===== src/rtl/clk_div_ctrl.sv =====
// Run-time clock divider with glitch-free divisor updates
// and clean start/stop sequencing of the divided clock.
module clk_div_ctrl #(
  parameter int CNT_W   = 16,
  parameter int DEF_DIV = 270,
  parameter int MIN_DIV = 2
) (
  input  logic             clk_in,
  input  logic             reset,
  input  logic             run,
  input  logic             cfg_valid,
  input  logic [CNT_W-1:0] cfg_div,
  output logic             cfg_ready,
  output logic             cfg_err,
  output logic             clk_out,
  output logic             rise_tick,
  output logic             fall_tick,
  output logic             active,
  output logic [CNT_W-1:0] cur_div
);

  typedef enum logic [1:0] {
    IDLE,
    RUN,
    STOP_PEND
  } state_t;

  localparam logic [CNT_W-1:0] DEF   = CNT_W'(DEF_DIV);
  localparam logic [CNT_W-1:0] MIN   = CNT_W'(MIN_DIV);
  localparam logic [CNT_W-1:0] ONE_C = CNT_W'(1);
  localparam logic [CNT_W:0]   ONE_H = (CNT_W+1)'(1);

  state_t           state, state_nxt;
  logic [CNT_W-1:0] cnt, cnt_nxt;
  logic [CNT_W-1:0] div_act, div_nxt;
  logic [CNT_W-1:0] pend_div, pend_div_nxt;
  logic             pend_valid, pend_nxt;
  logic             err_nxt;
  logic             last, load0, accept;
  logic             act_nxt;
  logic [CNT_W:0]   half_nxt;
  logic [CNT_W:0]   cnt_ext;
  logic             clk_nxt, rise_nxt, fall_nxt;

  always_comb begin
    state_nxt    = state;
    cnt_nxt      = cnt;
    div_nxt      = div_act;
    pend_nxt     = pend_valid;
    pend_div_nxt = pend_div;
    err_nxt      = 1'b0;
    load0        = 1'b0;
    last         = (cnt == div_act - ONE_C);
    accept       = cfg_valid && !pend_valid;

    unique case (state)
      IDLE: begin
        load0   = 1'b1;
        cnt_nxt = '0;
        if (run) state_nxt = RUN;
      end
      RUN: begin
        load0   = last;
        cnt_nxt = last ? '0 : cnt + ONE_C;
        if (!run) state_nxt = STOP_PEND;
      end
      STOP_PEND: begin
        load0   = last;
        cnt_nxt = last ? '0 : cnt + ONE_C;
        if (run) state_nxt = RUN;
        else if (last) state_nxt = IDLE;
      end
      default: begin
        state_nxt = IDLE;
        cnt_nxt   = '0;
      end
    endcase

    // pend_valid blocks accept, so apply and accept never coincide
    if (load0 && pend_valid) begin
      div_nxt  = pend_div;
      pend_nxt = 1'b0;
    end

    if (accept) begin
      if (cfg_div < MIN) begin
        err_nxt = 1'b1;
      end else begin
        pend_nxt     = 1'b1;
        pend_div_nxt = cfg_div;
      end
    end

    act_nxt  = (state_nxt != IDLE);
    half_nxt = ({1'b0, div_nxt} + ONE_H) >> 1;
    cnt_ext  = {1'b0, cnt_nxt};
    clk_nxt  = act_nxt && (cnt_ext < half_nxt);
    rise_nxt = act_nxt && (cnt_nxt == '0);
    fall_nxt = act_nxt && (cnt_ext == half_nxt);
  end

  always_ff @(posedge clk_in) begin
    if (reset) begin
      state      <= IDLE;
      cnt        <= '0;
      div_act    <= DEF;
      pend_div   <= '0;
      pend_valid <= 1'b0;
      cfg_err    <= 1'b0;
      clk_out    <= 1'b0;
      rise_tick  <= 1'b0;
      fall_tick  <= 1'b0;
    end else begin
      state      <= state_nxt;
      cnt        <= cnt_nxt;
      div_act    <= div_nxt;
      pend_div   <= pend_div_nxt;
      pend_valid <= pend_nxt;
      cfg_err    <= err_nxt;
      clk_out    <= clk_nxt;
      rise_tick  <= rise_nxt;
      fall_tick  <= fall_nxt;
    end
  end

  assign active    = (state != IDLE);
  assign cfg_ready = !pend_valid;
  assign cur_div   = div_act;

endmodule


===== config.mk =====
export PLATFORM = sky130hd
export DESIGN_NAME = clk_div_ctrl
export DESIGN_NICKNAME = d
export VERILOG_FILES = /design/src/rtl/clk_div_ctrl.sv
export SDC_FILE = /design/constraint.sdc
export NUM_CORES = 1
export LEC_CHECK = 0
export CAP_MARGIN = 30
export CORE_MARGIN = 4
export CORE_UTILIZATION = 52
export CTS_CLUSTER_DIAMETER = 50
export DETAILED_ROUTE_END_ITERATION = 7
export PLACE_DENSITY = 0.77
export SETUP_SLACK_MARGIN = 0.2
export SLEW_MARGIN = 25
export SYNTH_ARGS = -nofsm -noshare
export SYNTH_HDL_FRONTEND = slang
export SYNTH_SLANG_ARGS = --single-unit

===== constraint.sdc =====
create_clock -name clk_in -period 4.15 [get_ports clk_in]
set_input_delay 0.83 -clock clk_in [delete_from_list [all_inputs] [get_ports clk_in]]
set_output_delay 0.83 -clock clk_in [all_outputs]
set_load 0.05 [all_outputs]

# After elaboration in Yosys (flattened, before gate mapping)
# Index checks and enable logic that the tools add are counted.
# totals
word_cells	46
register_bits	55
latchBits	0
n_memories	0
mem_bits_ro	0
mem_bits_rw	0
# op_classes
bitwise	2
add_sub_neg	3
shift	0
n_eq_ne	4
order_cmp	2
reduce_logical	13
n_mul	0
n_div	0
n_mux	13
# ops
op	count
$mux 16	3
$eq 16x16->1	2
$add 16x1->17 const B	1
$add 16x1->16 const B	1
$logic_not 16->1	1
$lt 16x16->1	1
$lt 16x2->1 const B	1
$sub 16x1->16 const B	1
$mux 2	4
$pmux 2 s3	1
$logic_and 1x1->1	5
$mux 1	4
$reduce_bool 2->1	2
$reduce_or 2->1	2
$eq 2x1->1 const B	1
$eq 2x2->1 const B	1
$logic_not 2->1	1
$not 1->1	2
$pmux 1 s2	1
$reduce_and 2->1	1
$logic_not 1->1	1

# Logic depth before layout (Yosys ltp)
# depth
word_depth	8
depth_mapped	22

# Least setup slack after synthesis
# OpenSTA, ideal clock, no wires.
# synth_timing
kind	reg2reg
from	reg div_act[0] (netlist: cur_div[0])
to	reg clk_out
path_stages_with_launch	22
setup_time_ps	78
t_arrival_ps	4478
required_time_ps	4072
path_slack_ps	-405
path_buffers	1
cell_sequence	dfxtp_1 buf_2 inv_1 ha_1 or3b_2 nor3_1 mux2i_1 o21ai_0 nor4_2 a31oi_4 mux2_2 ha_1 xor2_1 ha_1 nor2b_1 o21a_1 o21a_1 o21a_1 o21a_1 o211ai_1 a21oi_1 nor3_1
# synth_via
elab_chain_cells	8
# synth_rtl
item	line	rtl
from (decl)	35	logic [CNT_W-1:0] div_act, div_nxt;
from (signal assigned)	116	div_act <= div_nxt;
$sub 16x1->16	53	last = (cnt == div_act - ONE_C);
$eq 16x16->1	53	
$pmux 1 s2	56	unique case (state)
$logic_and 1x1->1	80	if (load0 && pend_valid) begin
$mux 16	80	
via div_nxt[1]	35	
$add 16x1->17	95	half_nxt = ({1'b0, div_nxt} + ONE_H) >> 1;
$lt 16x16->1	97	clk_nxt = act_nxt && (cnt_ext < half_nxt);
$logic_and 1x1->1	97	
to (signal assigned)	120	clk_out <= clk_nxt;
to (decl)	15	output logic clk_out,
# The timed path passes the listed nets, and every way through them passes these cells.
# A chain may end at the register's enable or synchronous reset.

# Worst setup path after layout
# layout_timing
from	reg div_act[9] (netlist: cur_div[9])
to	reg clk_out
# The elaborated chain is that of the path after synthesis.

==> results.txt <==
Count of nets after finishing: 598
Crit path max fanout: 5
Synth Register Bits: 55
Number of port buffers: 41
Pre-CTS WS: -0.2620 ns
Reg-to-Reg End: clk_out
Area of the core: 7331 um2
Maximum clock insertion buffer count: 2
Placed Instances: 639
Area grow syn2layout: 25.52%
Clk sink count: 55
Synth async-reset ratio: 0
CTS tree: done
# IOs: 42
# DRC: 0
WL final: 10.93 mm
Net Sw Power: 0.4411 mW
Initial DRT Pass Iterations: 4
Die W: 95.12 um
Top cell by count, worst path: o21a_1
Startpoint Class: flop
N_diodes: 0
Number of cells on the critical path: 18
Worst Path Arrival: 4.60 ns
Post-synth top cells: 91 x nor2_1, 55 x dfxtp_1, 37 x xnor2_1, 33 x mux2i_1, 24 x nand3_1
Peak VDD IR: 0.1950 mV
Met3 WL: 415 um
Failing checks: setup timing
P per Cell Area: 259.8 nW/um2
Share of the synthesized area in the top cell type: 0.2790
Leak: 2.074 nW
Final Hold Viols: 0
Worst-case hold slack: 0.5599 ns
H-tree Lvls: 2
Crit path time final: 4.361 ns
Unrepaired setup endpoints after global routing: yes
Non-Filler Instances: 655
Synthesized area: 3946 um2
First-pass GRT wire length: 17.71 mm
Worst Max-Slew Pin Slew: 0.7413 ns
Via-per-instance ratio: 5.711
Dpl cell area: 4717 um2
Post-synth EDFFs: 0
FF-to-FF setup slack: -0.21 ns
Crit share post-route: 1.051
Design Power: 1.287 mW
Int Pwr: 0.8457 mW
Flop pwr share: 0.453
WL/cell: 16.69 um
Largest net degree at the start of global routing: 36
Switch share: 0.3428
Share of cells above drive strength 1: 0.1799
M1 WL: 4.840 mm
Max frequency: 229.3 MHz
CP endpoint kind: flop
Total GRT Usage: 0.2489
WS Path Type: flop to flop
Post-synth top area cell: dfxtp_1
Top_reg_cell synth: dfxtp_1
FF-to-FF Start: cur_div[9]
Gr ovfl total: 0
Hold WC Path Type: flop to flop
Skew-Pair Late Insertion Delay: 0.32 ns
Finish-stage setup viols: 2
R2R cell count: 18
Chip height: 95.12 um
Status: complete, but fails checks
Register area share after synthesis: 0.2790
Syn Area/Cell: 8.103 um2
Worst Setup EP: clk_out
Final Max Slew Viols: 0
Routed met2 length: 5.427 mm
Area contributors post-synth: dfxtp_1 28%, nor2_1 8.7%, mux2i_1 8.4%
Die area: 9047 um2
Root Driver: clkbuf_8
Initial antenna violation count: 0
Cells after Synth: 487
Crit-path slowest cell: or4_4
CP top delay family: compound AO/OA/AOI/OAI gates
Reg clk slew, reported paths: 0.11 ns
Most frequent cell after synthesis: nor2_1
Distinct cells, synth: 57
Critical Path RT: 4.39 ns
Maxcap violations: 0
Vias post-DR: 3,741
HPWL after DPL: 8.430 mm
Relative slew margins: 0.5006
Initial Util: 0.5383
Drt first-iter violations: 183
Highest routed metal layer: met4
Synthesis warning total: 0
Crit. Startpoint: cur_div[9]
CP Cell Sequence: or4_4 > o41a_1 > o211a_1 > o2111ai_2 > nor4_4 > a31oi_4 > mux2_4 > ha_4 > xor2_1 > ha_1 > nor2b_1 > o21a_1 > o21a_1 > o21a_1 > o21a_1 > o211ai_1 > a21oi_1 > nor3_1
Combinational power share: 0.300
CTS Buf Count: 5
Critical path buffers and inverters: 0
Post-Syn Nets: 530
Max incr delay on CP: 0.59 ns
Fin area: 4954 um2
Clock network power share: 0.247
Final Worst Setup Slack: -0.2106 ns
Final GP Congestion: 0.9983
Clock Skew: 0.01027 ns
Vias in the first global route: 3,592
Site Rows: 31
Routed Antenna Nets: 0
[registers in the layout, indices dropped and copies added (netlist names)]
signal      flops
cur_div        16
clk_out         1
pend_div       16
state           2
pend_valid      1
fall_tick       1
rise_tick       1
cfg_err         1
cnt            16
[layout by cell type, fill, tap and decap left out, types with 3 or more instances in the layout]
cell / count
ha_1: 21
nand3_1: 23
and3_1: 13
dfxtp_2: 7
clkdlybuf4s50_1: 41
nand4_1: 12
o21a_1: 4
a31oi_1: 3
or4_4: 4
nor3_1: 7
a21o_1: 4
buf_4: 47
inv_1: 19
nand2_1: 17
xor2_1: 18
dfxtp_4: 4
mux2i_1: 33
nor4_1: 6
o21ai_0: 10
nor2b_1: 5
nand2b_1: 4
nor2_1: 89
clkbuf_8: 5
a21oi_1: 11
xnor2_1: 36
o211ai_1: 4
dfxtp_1: 44
[per-stage QoR]
stage	setup TNS (ns)	util
final	-0.3400	0.6757
after global routing	-0.7032	0.6757
after CTS	-0.2107	0.6677
after detailed placement	-0.4031	0.6435
after global placement	-0.07613	0.6435
after floorplan	-0.1308	-
[how the worst min path moves through the flow]
stage	from	endpoint	slack, ns	cells past startpoint
detailed placement	pend_div[13]	cur_div[13]	0.54	2
global placement	cur_div[3]	cur_div[3]	0.52	1
CTS	pend_div[13]	cur_div[13]	0.55	2
global route	pend_div[13]	cur_div[13]	0.59	2
floorplan	pend_div[0]	pend_div[0]	0.50	2
finish	pend_div[13]	cur_div[13]	0.56	2
[kinds of logic after synthesis]
group | after synthesis | synth area share
muxes | 36 | 0.09290
and+or+nand+nor | 212 | 0.2739
DFF | 55 | 0.2790
AOI/OAI and AO/OA | 58 | 0.1049
buffers and inverters | 48 | 0.05422
xor gates and xnor gates | 55 | 0.1221
adders and majority gates | 23 | 0.07292
[power by group through the flow]
stage / Combinational, mW / Clock, mW / Sequential (mW)
after floorplan: 0.224 / 0 / 0.620
after global placement: 0.362 / 0 / 0.592
after detailed placement: 0.368 / 0 / 0.594
after CTS: 0.380 / 0.331 / 0.582
after global routing: 0.416 / 0.350 / 0.586
final: 0.386 / 0.318 / 0.583
[worst min-delay path, delay by kind of cell (launching register included)]
family | cells | cell delay (ns)
AND/OR/NAND/NOR | 1 | 0.05
flip-flops | 1 | 0.36
multiplexers | 1 | 0.13
[per-layer routing]
layer,GRT usage,vias to the layer above
met1,0.3183,1786
met3,0.03078,24
met5,0,-
li1,-,1828
met4,0.08413,0
met2,0.4309,103
[what timing repair did]
item	in CTS	in global routing
gates cloned	0	0
pin swaps	3	8
resized for setup	8	8
hold buffers	0	0
setup endpoints to repair	2	2
buffers inserted	3	4
[area by class of cell]
class | count | area, um2
Inverter | 20 | 75.07
Sequential cell | 55 | 1125
Fill cell | 584 | 2377
Multi-Input combinational cell | 384 | 2760
Tap cell | 99 | 123.9
Timing Repair Buffer | 89 | 774.5
Clock buffer | 5 | 68.82
Clock inverter | 3 | 26.28
Note: power is estimated with default switching activity, not from simulation.
